File: config.mk
export PLATFORM = sky130hd
export DESIGN_NAME = data_mem_ctrl_flat
export DESIGN_NICKNAME = d
export VERILOG_FILES = /design/src/rtl/data_mem_ctrl_if.sv /design/src/rtl/data_mem_ctrl.sv /design/src/flat_wrapper.sv
export SDC_FILE = /design/constraint.sdc
export NUM_CORES = 2
export LEC_CHECK = 0
export CAP_MARGIN = 20
export CORE_UTILIZATION = 55
export DETAILED_ROUTE_END_ITERATION = 8
export PLACE_DENSITY = 0.71
export SLEW_MARGIN = 10
export SYNTH_ARGS = -nofsm -noshare
export SYNTH_HDL_FRONTEND = slang
export SYNTH_SLANG_ARGS = --single-unit
File: constraint.sdc
create_clock -name clk -period 7.35 [get_ports clk]
set_input_delay 0.735 -clock clk [delete_from_list [all_inputs] [get_ports clk]]
set_output_delay 0.735 -clock clk [all_outputs]
set_load 0.01 [all_outputs]
File: src/rtl/data_mem_ctrl_if.sv
// MEM-stage data memory bus: request, store data and registered load response.
// Latency: n/a (signal bundle only).
// Backpressure: none; busy tells the core that requests are currently ignored.
interface data_mem_ctrl_if #(
  parameter int ADDR_W = 9
);
  logic              memRead;
  logic              memWrite;
  logic [2:0]        funct3;
  logic [ADDR_W-1:0] addr;
  logic [31:0]       wr_data;
  logic [31:0]       rd_data;
  logic              rd_valid;
  logic              busy;
  logic              fault;

  // Core side drives requests and observes the response.
  modport master (
    output memRead, memWrite, funct3, addr, wr_data,
    input  rd_data, rd_valid, busy, fault
  );

  // Memory side.
  modport slave (
    input  memRead, memWrite, funct3, addr, wr_data,
    output rd_data, rd_valid, busy, fault
  );
endinterface

File: src/rtl/data_mem_ctrl.sv
// Byte-addressed RV32I data memory: sub-word loads/stores, clear sweep, fault reporting.
// Latency: load data and fault 1 cycle after the sampling edge; stores commit at that edge.
// Backpressure: busy high during the post-reset clear sweep, requests ignored; otherwise one request per cycle.
// Optional: DMEM_MISALIGN_TRAP_EN makes misaligned H/HU/W fault instead of being force-aligned.
module data_mem_ctrl #(
  parameter int DEPTH  = 128,
  parameter int ADDR_W = $clog2(DEPTH) + 2
) (
  input  logic           clk,
  input  logic           reset,
  data_mem_ctrl_if.slave bus
);

  localparam int                 IDX_W   = ADDR_W - 2;
  localparam logic [IDX_W:0]     DEPTH_L = (IDX_W + 1)'(DEPTH);
  localparam logic [IDX_W-1:0]   LAST    = IDX_W'(DEPTH - 1);

  typedef enum logic {CLEAR, READY} state_t;

  state_t           state;
  state_t           state_nxt;
  logic [IDX_W-1:0] clear_ptr;
  logic [31:0]      mem [DEPTH];

  logic             clear_en;
  logic             accept;
  logic [IDX_W-1:0] idx;
  logic [IDX_W-1:0] mem_idx;
  logic [1:0]       lane;
  logic             in_range;
  logic             f3_ok;
  logic             misalign;
  logic             legal;
  logic             load_en;
  logic             store_en;
  logic [3:0]       strb;
  logic [31:0]      st_word;
  logic [31:0]      word;
  logic [31:0]      shifted;
  logic [31:0]      ld_val;

  assign bus.busy = (state == CLEAR);

  // State register and sweep pointer; reset restarts the sweep from word 0.
  always_ff @(posedge clk or posedge reset) begin
    if (reset) begin
      state     <= CLEAR;
      clear_ptr <= '0;
    end else begin
      state <= state_nxt;
      if (state == CLEAR) begin
        clear_ptr <= clear_ptr + 1'b1;
      end
    end
  end

  // Next state: sweep until the last word is zeroed, then accept requests.
  always_comb begin
    state_nxt = state;
    clear_en  = 1'b0;
    accept    = 1'b0;
    case (state)
      CLEAR: begin
        clear_en = !reset;
        if (clear_ptr == LAST) begin
          state_nxt = READY;
        end
      end
      READY: begin
        accept = bus.memRead | bus.memWrite;
      end
      default: state_nxt = CLEAR;
    endcase
  end

  // Request decode: legality, effective lane, store strobes and load extraction.
  always_comb begin
    idx      = bus.addr[ADDR_W-1:2];
    lane     = bus.addr[1:0];
    in_range = ({1'b0, idx} < DEPTH_L);
    misalign = 1'b0;

    case (bus.funct3)
      3'b000, 3'b001, 3'b010: f3_ok = 1'b1;
      // Unsigned widths only exist for loads.
      3'b100, 3'b101:         f3_ok = !bus.memWrite;
      default:                f3_ok = 1'b0;
    endcase

`ifdef DMEM_MISALIGN_TRAP_EN
    case (bus.funct3[1:0])
      2'b01:   misalign = lane[0];
      2'b10:   misalign = |lane;
      default: misalign = 1'b0;
    endcase
`else
    // Misaligned halves/words are silently aligned down.
    case (bus.funct3[1:0])
      2'b01:   lane[0] = 1'b0;
      2'b10:   lane    = 2'b00;
      default: lane    = lane;
    endcase
`endif

    legal = f3_ok & in_range & !misalign;

    case (bus.funct3[1:0])
      2'b00: begin
        strb    = 4'b0001 << lane;
        st_word = {4{bus.wr_data[7:0]}};
      end
      2'b01: begin
        strb    = lane[1] ? 4'b1100 : 4'b0011;
        st_word = {2{bus.wr_data[15:0]}};
      end
      default: begin
        strb    = 4'b1111;
        st_word = bus.wr_data;
      end
    endcase

    // Out-of-range index never reaches the array; the result is discarded anyway.
    mem_idx = in_range ? idx : '0;
    word    = mem[mem_idx];
    shifted = word >> {lane, 3'b000};

    case (bus.funct3)
      3'b000:  ld_val = {{24{shifted[7]}}, shifted[7:0]};
      3'b001:  ld_val = {{16{shifted[15]}}, shifted[15:0]};
      3'b100:  ld_val = {24'h0, shifted[7:0]};
      3'b101:  ld_val = {16'h0, shifted[15:0]};
      default: ld_val = shifted;
    endcase

    load_en  = accept & bus.memRead;
    store_en = accept & bus.memWrite & legal;
  end

  // Array write port: sweep zeroing or strobed store. The load path above sees the
  // pre-edge word, which gives read-before-write for a simultaneous load/store.
  always_ff @(posedge clk) begin
    if (clear_en) begin
      mem[clear_ptr] <= 32'h0;
    end else if (store_en) begin
      for (int b = 0; b < 4; b++) begin
        if (strb[b]) begin
          mem[idx][b*8 +: 8] <= st_word[b*8 +: 8];
        end
      end
    end
  end

  // Registered response: one-cycle valid/fault pulses, data zero when not valid.
  always_ff @(posedge clk or posedge reset) begin
    if (reset) begin
      bus.rd_data  <= 32'h0;
      bus.rd_valid <= 1'b0;
      bus.fault    <= 1'b0;
    end else begin
      bus.rd_valid <= load_en;
      bus.rd_data  <= (load_en && legal) ? ld_val : 32'h0;
      bus.fault    <= accept & !legal;
    end
  end

endmodule

File: src/flat_wrapper.sv
// flat-port wrapper written by rule: the top's interface ports become plain ports
module data_mem_ctrl_flat 
#(
  parameter int DEPTH  = 128,
  parameter int ADDR_W = $clog2(DEPTH) + 2
)
  (clk, reset, bus_memRead, bus_memWrite, bus_funct3, bus_addr, bus_wr_data, bus_rd_data, bus_rd_valid, bus_busy, bus_fault);
  data_mem_ctrl_if #(.ADDR_W(ADDR_W)) bus_i ();
  input  logic clk;
  input  logic reset;
  input wire logic [$bits(bus_i.memRead)-1:0] bus_memRead;
  input wire logic [$bits(bus_i.memWrite)-1:0] bus_memWrite;
  input wire logic [$bits(bus_i.funct3)-1:0] bus_funct3;
  input wire logic [$bits(bus_i.addr)-1:0] bus_addr;
  input wire logic [$bits(bus_i.wr_data)-1:0] bus_wr_data;
  output wire logic [$bits(bus_i.rd_data)-1:0] bus_rd_data;
  output wire logic [$bits(bus_i.rd_valid)-1:0] bus_rd_valid;
  output wire logic [$bits(bus_i.busy)-1:0] bus_busy;
  output wire logic [$bits(bus_i.fault)-1:0] bus_fault;
  assign bus_i.memRead = bus_memRead;
  assign bus_i.memWrite = bus_memWrite;
  assign bus_i.funct3 = bus_funct3;
  assign bus_i.addr = bus_addr;
  assign bus_i.wr_data = bus_wr_data;
  assign bus_rd_data = bus_i.rd_data;
  assign bus_rd_valid = bus_i.rd_valid;
  assign bus_busy = bus_i.busy;
  assign bus_fault = bus_i.fault;
  data_mem_ctrl #(.DEPTH(DEPTH), .ADDR_W(ADDR_W)) u_core (.clk(clk), .reset(reset), .bus(bus_i));
endmodule
==> metrics <==
antenna-violating nets left 0; DR pass1 iterations 8; Slew @ Worst Pin 1250 ps; Avg WL per Cell roughly 35 um; Reg2Reg Capture Point u_core.mem[97][24]; top_reg_cell synth edfxtp_1; EDFF count, synth 4,096; register area between 100,000 and 150,000 sq um; initial antenna violation count 16; flop2flop setup slack 2810 ps; area of the multi-input gates ~36,000 sq um; CTS Buffer Depth 4; Setup Viol. Count Final 0; Initial Utilization between 50% and 60%; total power between 0.04 and 0.05 W; outcome complete, no violations; Hold Fails Final Rpt 0; fin crit period ~5500 ps; register area share after synthesis about three quarters; Worst Path Max Fanout 26; chip height about 540 um; drt via density ~6.7; Syn Area/Cell 21.5 sq um; clock skew about 73 ps; CTS Root Cell clkbuf_16; core area approximately 290,000 sq um; gpl congestion between 0.9 and 1; fillers around 19,000; Via Count ~81,000; # IOs 83; # rows ~200; Worst IR Drop VDD around 0.00020 V; kind of critical path input pin to flop; Reg-to-Reg Start u_core.state; worst reg-to-reg path cell count 8; syn_nets around 7,600; first-pass GRT wire length roughly 600,000 um; min setup slack post-route between 1500 and 2000 ps; Power Dens Cells 263 nW/um^2; Die Width roughly 540 um; Slew Viols, Final 0; clock latency on the worst-skew pair 980 ps; slew margin rel. around 16%; number of H-tree levels 5; hpwl dp between 200,000 and 300,000 um; Resized Gates After CTS 0; utilization after layout ~62%; Clock Pin Slew Worst Setup and Hold Paths approximately 60 ps; Port Buf Inserts between 80 and 90; sum of negative setup slack 0 ps; Leak 47.2 nW; vias in the first global route between 80,000 and 90,000; final wirelength approximately 420,000 um; Worst setup EP type flop; library cells used by synthesis a little over 60; CTS Hold Bufs 0; Hold/Removal Path Class input pin to async pin; max_cap viols 0; total CTS buffers around 400; CTS tree yes; Synth Register Bits 4,138; post-synth design cell area roughly 160,000 sq um; crit start category input pin; worst path arrival time 6100 ps; DIE AREA just under 300,000 sq um; initial DRC count approximately 11,000; ys async rst share under 10%; Ys Warns 0; share of layout cells above drive strength 1 between 20 and 25%; Worst EP required around 8000 ps; gr usage total roughly 29%; Post-Syn Instances approximately 7,500; total gr overflow 0; pin count of the biggest net entering global routing roughly 130; RSZ-0062 raised after global routing no; area grow syn2layout 11.7%; Tcrit/Tclk final 75.2%; clk sink count around 4,100; fmax 181 MHz; Setup Fix Bufs, Post-CTS 0; Final nets a little under 8,000; Post-Place Setup Slack 870 ps; DRC errors left 0
through the flow:
| stage | area, sq um | hold WS, ps | std cells |
|---|---|---|---|
| after floorplan | 162000 | 526 | 7521 |
| after global placement | 167000 | 604 | 11200 |
| after detailed placement | 167000 | 603 | 11200 |
| after CTS | 180000 | 513 | 12000 |
| after global routing | 180000 | 567 | 12000 |
| final | 180000 | 569 | 12000 |
power breakdown:
part	total [W]	switching, W	internal [W]
clock	0.0205	0.00892	0.0116
combinational	0.00141	0.000910	0.000501
sequential	0.0255	0.00000147	0.0255
sequential cells by signal, indices dropped and copies added (netlist names):
name                 cells
u_core.mem            4096
u_core.bus.rd_data      32
u_core.clear_ptr         7
u_core.bus.fault         1
u_core.bus.rd_valid      1
u_core.state             1
cell usage in the layout, fill, tap and decap left out, types with 9 or more instances in the layout:
cell and instances:
a21oi_1 82, a21oi_4 13, a22o_1 34, a22oi_1 40, a32oi_1 10, and3_1 9, buf_12 37, buf_4 151
bufinv_16 39, clkbuf_1 90, clkbuf_16 404, clkdlybuf4s50_1 75, clkinv_1 84, clkinv_16 12, clkinv_2 73, clkinvlp_4 10
dfrtp_1 42, diode_2 13, edfxtp_1 4096, mux2_2 10, mux2i_1 372, mux4_2 1038, nand2_1 185, nand2b_1 13
nand3_1 43, nand4_1 16, nor2_1 579, nor2b_1 15, nor3_1 97, o21a_1 10, o21ai_0 14, o21ai_1 11
o221ai_1 113, o22ai_1 82
area by class of cell:
type	instances	share of cell area [%]
inverter	10	0.0263
timing repair buffer	273	1.56
clock inverter	237	1.41
antenna	13	0.0180
multi-input combinational	2929	19.7
clock buffer	501	5.84
tap	3900	2.70
sequential	4138	68.7
cell families after synthesis:
logic type / count (synthesis) / share of synthesized area (%)
adder cells (fa/ha/maj): 6 / 0.0465
multiplexers: 1420 / 16.8
XOR/XNOR: 6 / 0.0325
AND/OR/NAND/NOR: 1012 / 2.61
AO/OA/AOI/OAI: 485 / 2.15
buffers and inverters: 454 / 1.55
flip-flops: 4138 / 76.8
worst max-delay path, cell delays in order:
cell	delay [ps]
clkdlybuf4s50_1	870
inv_1	180
ha_1	240
or2_2	470
nor2_1	180
nor2_1	70
and3_1	280
o21a_1	390
buf_4	360
o31ai_2	790
buf_4	250
nand2_1	480
nor2_1	790
cell usage after synthesis, types with 53 or more instances:
| cell type | number | share of area, % |
|---|---|---|
| o221ai_1 | 113 | 0.61 |
| buf_4 | 53 | 0.25 |
| nor3_1 | 97 | 0.30 |
| nor2_1 | 586 | 1.4 |
| mux2i_1 | 372 | 2.3 |
| a21oi_1 | 94 | 0.29 |
| mux4_2 | 1038 | 14 |
| buf_2 | 85 | 0.26 |
| edfxtp_1 | 4096 | 76 |
| o22ai_1 | 82 | 0.32 |
| buf_6 | 54 | 0.38 |
| nand2_1 | 193 | 0.45 |
| clkbuf_1 | 197 | 0.46 |
routing by layer:
layer  routed length (um)  part of all wire, %  vias up  track usage [%]
li1                     -                    -    32000                -
met1               155000                   37    42500             39.6
met2               200000                   48     5235             44.4
met3                42800                   10      827             5.49
met4                21900                  5.2       12             13.4
met5                  103                0.025        -            0.211
worst max-delay path by stage:
stage	to	slack, ps	from
4_1_cts	u_core.mem[41][20]	1860	bus_funct3[1]
5_1_grt	u_core.mem[41][17]	1650	bus_funct3[1]
3_3_place_gp	u_core.mem[57][18]	220	bus_funct3[1]
6_report	u_core.mem[41][20]	1820	bus_funct3[1]
3_5_place_dp	u_core.mem[41][18]	870	bus_funct3[1]
2_1_floorplan	u_core.mem[0][27]	50	bus_funct3[1]
Power figures use the tool's default switching activity.
